`src/rtl/if_stage.sv`:
```
// rtl/if_stage.sv - instruction fetch stage: program counter plus IF/ID pipeline register.
// Optional stall/flush counters are enabled by defining IF_PERF_CNT_EN.
module if_stage #(
  parameter int              PC_W     = 32,
  parameter int              INST_W   = 32,
  parameter logic [PC_W-1:0] RESET_PC = {PC_W{1'b0}}
) (
  input  logic              clk,
  input  logic              rst_n,
  input  logic              stall,
  input  logic              branch_taken,
  input  logic [PC_W-1:0]   branch_target,
  output logic [PC_W-1:0]   imem_addr,
  input  logic [INST_W-1:0] imem_data,
  output logic [INST_W-1:0] id_inst,
  output logic [PC_W-1:0]   id_pc,
  output logic [PC_W-1:0]   id_pc_plus4,
  output logic              id_valid,
  output logic [4:0]        id_rs,
  output logic [4:0]        id_rt,
  output logic [15:0]       stall_cnt,
  output logic [15:0]       flush_cnt
);

  logic [PC_W-1:0] pc;
  logic [PC_W-1:0] pc_plus4;
  logic [PC_W-1:0] redirect_pc;

  assign pc_plus4    = pc + PC_W'(4);
  assign redirect_pc = {branch_target[PC_W-1:2], 2'b00};
  assign imem_addr   = pc;

  // Redirect wins over stall so a branch resolved during a load-use bubble is never lost.
  always_ff @(posedge clk or negedge rst_n) begin
    if (!rst_n) begin
      pc          <= RESET_PC;
      id_inst     <= '0;
      id_pc       <= '0;
      id_pc_plus4 <= '0;
      id_valid    <= 1'b0;
    end else if (branch_taken) begin
      pc          <= redirect_pc;
      id_inst     <= '0;
      id_pc       <= '0;
      id_pc_plus4 <= '0;
      id_valid    <= 1'b0;
    end else if (!stall) begin
      pc          <= pc_plus4;
      id_inst     <= imem_data;
      id_pc       <= pc;
      id_pc_plus4 <= pc_plus4;
      id_valid    <= 1'b1;
    end
  end

  // A flushed slot holds an all-zero word, so hazard detection sees register 0.
  assign id_rs = id_inst[25:21];
  assign id_rt = id_inst[20:16];

`ifdef IF_PERF_CNT_EN
  logic [15:0] stall_cnt_q;
  logic [15:0] flush_cnt_q;

  always_ff @(posedge clk or negedge rst_n) begin
    if (!rst_n) begin
      stall_cnt_q <= '0;
      flush_cnt_q <= '0;
    end else begin
      if (stall && !branch_taken && stall_cnt_q != 16'hFFFF)
        stall_cnt_q <= stall_cnt_q + 16'd1;
      if (branch_taken && flush_cnt_q != 16'hFFFF)
        flush_cnt_q <= flush_cnt_q + 16'd1;
    end
  end

  assign stall_cnt = stall_cnt_q;
  assign flush_cnt = flush_cnt_q;
`else
  assign stall_cnt = '0;
  assign flush_cnt = '0;
`endif

endmodule

```
`config.mk`:
```
export PLATFORM = sky130hd
export DESIGN_NAME = if_stage
export DESIGN_NICKNAME = d
export VERILOG_FILES = /design/src/rtl/if_stage.sv
export SDC_FILE = /design/constraint.sdc
export NUM_CORES = 1
export LEC_CHECK = 0
export ABC_CLOCK_PERIOD_IN_PS = 2700
export CAP_MARGIN = 20
export CELL_PAD_IN_SITES_DETAIL_PLACEMENT = 1
export CELL_PAD_IN_SITES_GLOBAL_PLACEMENT = 2
export CORE_ASPECT_RATIO = 0.9
export CORE_UTILIZATION = 26
export CTS_CLUSTER_DIAMETER = 30
export DETAILED_ROUTE_END_ITERATION = 12
export PLACE_DENSITY_LB_ADDON = 0.1
export SYNTH_ARGS = -nofsm -noshare
export SYNTH_HDL_FRONTEND = slang
export SYNTH_SLANG_ARGS = --single-unit
```
`constraint.sdc`:
```
create_clock -name clk -period 2.7 [get_ports clk]
set_clock_uncertainty 0.15 [all_clocks]
set_input_delay 0.405 -clock clk [delete_from_list [all_inputs] [get_ports clk]]
set_output_delay 0.405 -clock clk [all_outputs]
set_load 0.005 [all_outputs]
```
==> Word level (Yosys, flattened, before mapping) <==
Cells that the tools add are included.
W data, S select, Z words.
{ "classes": {"addsub": 1, "n_mul": 0, "div": 0, "n_lt_le_gt_ge": 0, "eq_ne": 1, "shift": 0, "n_mux": 9, "bitwise_logic": 0, "reduce_logical": 0} }
{ "op_table": {"columns": ["cell", "count"], "rows": [
  ["$mux W32", 7],
  ["$add A32 B3 Y32 const B", 1],
  ["$mux W1", 2],
  ["$ne A2 B1 Y1 const B", 1]
]} }
{ "totals": {"regBits": 129, "latchBits": 0, "ram_bits": 0, "mem_bits_ro": 0, "output_inout_bits": 171, "elab_cells": 16, "mem_count": 0} }

==> Depth between registers and ports, before layout <==
{ "logic_depth": {"word_depth": 3, "depth_mapped": 7} }

==> Worst setup path before layout <==
No wires, ideal clock.
{ "synth_path": {"path_kind": "register -> register", "start": "register pc[2], in the netlist imem_addr[2]", "end": "register id_pc_plus4[30]", "setup_ps": 122, "t_arrival_ps": 2001, "path_slack_ps": 427, "stages_incl_launch_ff": 8, "path_buffers": 2, "path_cell_list": "dfrtp_1 -> ha_1 -> clkbuf_2 -> nand3_1 -> or2_2 -> clkbuf_1 -> o31a_1 -> a2111oi_1"} }
{ "synth_between": {"elab_chain_cells": 3} }
{ "synth_rtl": {"columns": ["item", "line_no", "text"], "rows": [
  ["from (decl)", "25", "logic [PC_W-1:0] pc;"],
  ["from (signal assigned)", "42", "pc <= redirect_pc;"],
  ["from (signal assigned)", "48", "pc <= pc_plus4;"],
  ["$add A32 B3 Y32", "29", "assign pc_plus4 = pc + PC_W'(4);"],
  ["$mux W32", "47", "end else if (!stall) begin"],
  ["$mux W32", "41", "end else if (branch_taken) begin"],
  ["to (signal assigned)", "51", "id_pc_plus4 <= pc_plus4;"],
  ["to (decl)", "17", "output logic [PC_W-1:0] id_pc_plus4,"]
]} }
Every way passes these cells. The select of a mux whose other input is x is not followed.
A chain may end at the register's enable or synchronous reset.

==> Final worst setup path <==
{ "layout_path": {"start": "register pc[22], in the netlist imem_addr[22]", "end": "register pc[28], in the netlist imem_addr[28]"} }
{ "layout_between": {"elab_chain_cells": 3} }
{ "layout_rtl": {"columns": ["item", "line_no"], "rows": [
  ["$add A32 B3 Y32", "29"],
  ["$mux W32", "47"],
  ["$mux W32", "41"]
]} }
Every way passes these cells. The select of a mux whose other input is x is not followed.

==> run metrics <==
Final nets=919; smallest hold slack=0.176 ns; min cycle time layout=2.43 ns; initial antenna violation count=0; vias in the first global route=5,930; die area=25,400 um2; die height=151 um; area share of fa/ha/maj cells after synthesis=0.00194; met3 wire length=1110 um; largest family of logic cells by synthesized area=simple AND/OR/NAND/NOR gates; post-cts sizing count=0; CP Launch Type=flip-flop; Filler Cell Count=2,713; RSZ-0062 raised after global routing=no; DRT met1 WL=9880 um; Final Hold Fails=0; Root Driver=clkbuf_16; first-pass GRT wire length=34,700 um; Worst-path clk slew=0.06 ns; total gr overflow=0; max-cap violations=0; Max Clk Rate=412 MHz; run status=finished, final reports clean; Layout Cells excl Fill=1,171; CP max FO=10; post-synthesis compound-gate area fraction=0.103; fin crit share=0.898; die width=168 um; GP Congestion=0.779; cell count after synthesis=668; CP arrival=2.61 ns; fraction of layout cells with a size suffix above 1=0.0892; Required @ worst endpoint=2.88 ns; multi-input logic area=2820 um2; DP Area=8650 um2; mux contribution to synthesized area=0.0871; Mapped Avg Cell Area=9.64 um2; vias per cell=4.81; # setup viols final=0; Synth Cell Area=6440 um2; number of DRC markers in iteration 0=266; Leakage=3.96 nW; diode count=0; Port Buffers=202; Power Dens Cells=604 nW/um2; count of state elements after synthesis=124; setup TNS=0 ns; DP Wirelength=16,000 um; synth unique cells=53; Final Max Slew Viols=0; H-tree Lvls=4; Setup Crit Path Kind=reg -> reg; Antenna Nets Post-Route=0; Peak VDD IR=0.332 mV; final design utilization=0.383; Initial Utilization=0.265; Avg WL per Cell=18.9 um; Routed WL=22,200 um; TritonRoute pass-1 iters=4; register area share after synthesis=0.482; core footprint=24,300 um2; EDFF count, synth=0; ys flop type=dfrtp_1; Synth Area in Simple Gates=0.192; Cell Rows=54; main area contributors after synthesis=dfrtp_1 48%, mux2i_1 8.7%, buf_4 5.6%, nor2_1 5.6%, nand2_1 2.7%; post-route design area=9300 um2; hold_buf cts=1; worst rel slew slack=0.567; Post-CTS Setup Inserts=0; pin count of the biggest net entering global routing=87; GRT Resource Usage Total=0.179; worst min path class=in -> reg; num ports=239; Synth area leader=dfrtp_1; Worst-Skew Late Latency=0.42 ns; count leader, synth=dfrtp_1; Yosys warning count=0; Worst-Margin Slew=0.643 ns; uppermost layer routed=met4; Worst Setup End Kind=flip-flop; synthesis-to-finish area growth=44.5%; DR DRC count=0; vias=5,637; Cells after DPL=1,138; register area=3100 um2; clock sink total=124; area share of the largest cell type after synthesis=0.482; most instantiated cells after synthesis=124 x dfrtp_1, 96 x nor2_1, 56 x mux2i_1, 48 x buf_4, 47 x nand2_1; CTS Buf Count=17; Async SR Flop Fraction=1.00; Max Buffers Root-to-Sink=2; CTS tree=yes; met2 routed WL=11,000 um; Synth Area in XOR/XNOR=0.0340
[routing by layer]
layer / track usage / vias to the layer above
li1: - / 2627
met1: 0.231 / 2847
met2: 0.303 / 154
met3: 0.0434 / 9
met4: 0.0440 / 0
met5: 0 / -
[state kept, by name (all words and copies together), names as in the netlist]
name,count
id_inst,32
id_pc,31
id_pc_plus4,30
imem_addr,30
id_valid,1
[path summary, 6_finish.rpt]
check                      cells past startpoint              to  slack [ns]     startpoint
setup / recovery                               4   imem_addr[28]        0.27  imem_addr[22]
hold / removal                                 3  id_pc_plus4[9]        0.18          stall
setup reg to reg                               4   imem_addr[28]        0.27  imem_addr[22]
hold reg to reg                                1        id_valid        0.33       id_valid
max in group asynchronous                      3   imem_addr[26]        1.47          rst_n
min in group asynchronous                      2       id_pc[14]        0.28          rst_n
[placed cells by master, fill, tap and decap left out, types with 6 or more instances in the layout]
cell               n
buf_4             35
xnor2_1           15
xor2_1            10
or4_1             16
inv_1              7
nor2_1            96
a211oi_1           8
o21ai_0           23
nand4_1           16
and4_1             6
conb_1            34
nor4_1             9
dfrtp_1          124
clkdlybuf4s50_1  199
a31oi_1            9
a311oi_1          10
nand2_1           47
o31ai_1           12
mux2i_1           56
clkbuf_16         17
or3_1              6
a21oi_1           13
nand3_1           20
nor3_1             8
[critical path, stage by stage, from the launching register on]
cell,delay (ns)
dfrtp_1,0.55
and4_1,0.31
or4b_1,0.60
or4_1,0.52
a31oi_1,0.20
[cell type report]
class	instances	share of cell area
Tap cell	308	0.0414
Timing Repair Buffer	238	0.249
Inverter	8	0.00323
Clock inverter	11	0.0176
Multi-Input combinational cell	461	0.303
Sequential cell	124	0.334
Clock buffer	21	0.0517
[logic make-up after synthesis]
logic type / count (synthesis)
simple gates: 248
flops: 124
buf+inv: 116
compound gates: 97
mux: 56
xor+xnor: 25
fa+ha+maj: 1
other cells: 1
[stage by stage]
stage / power, mW / worst slack (ns)
after floorplan: 2.56 / 0.427
after global placement: 3.12 / 0.352
after detailed placement: 3.14 / 0.275
after CTS: 5.72 / 0.258
after global routing: 5.88 / 0.0158
final: 5.61 / 0.274
[report_power, final]
part	leakage, nW	internal, mW	switching, mW
combinational	2.05	0.521	0.440
sequential	1.60	2.00	0.138
clock	0.315	1.64	0.883
(Power assumes the default switching activity.)
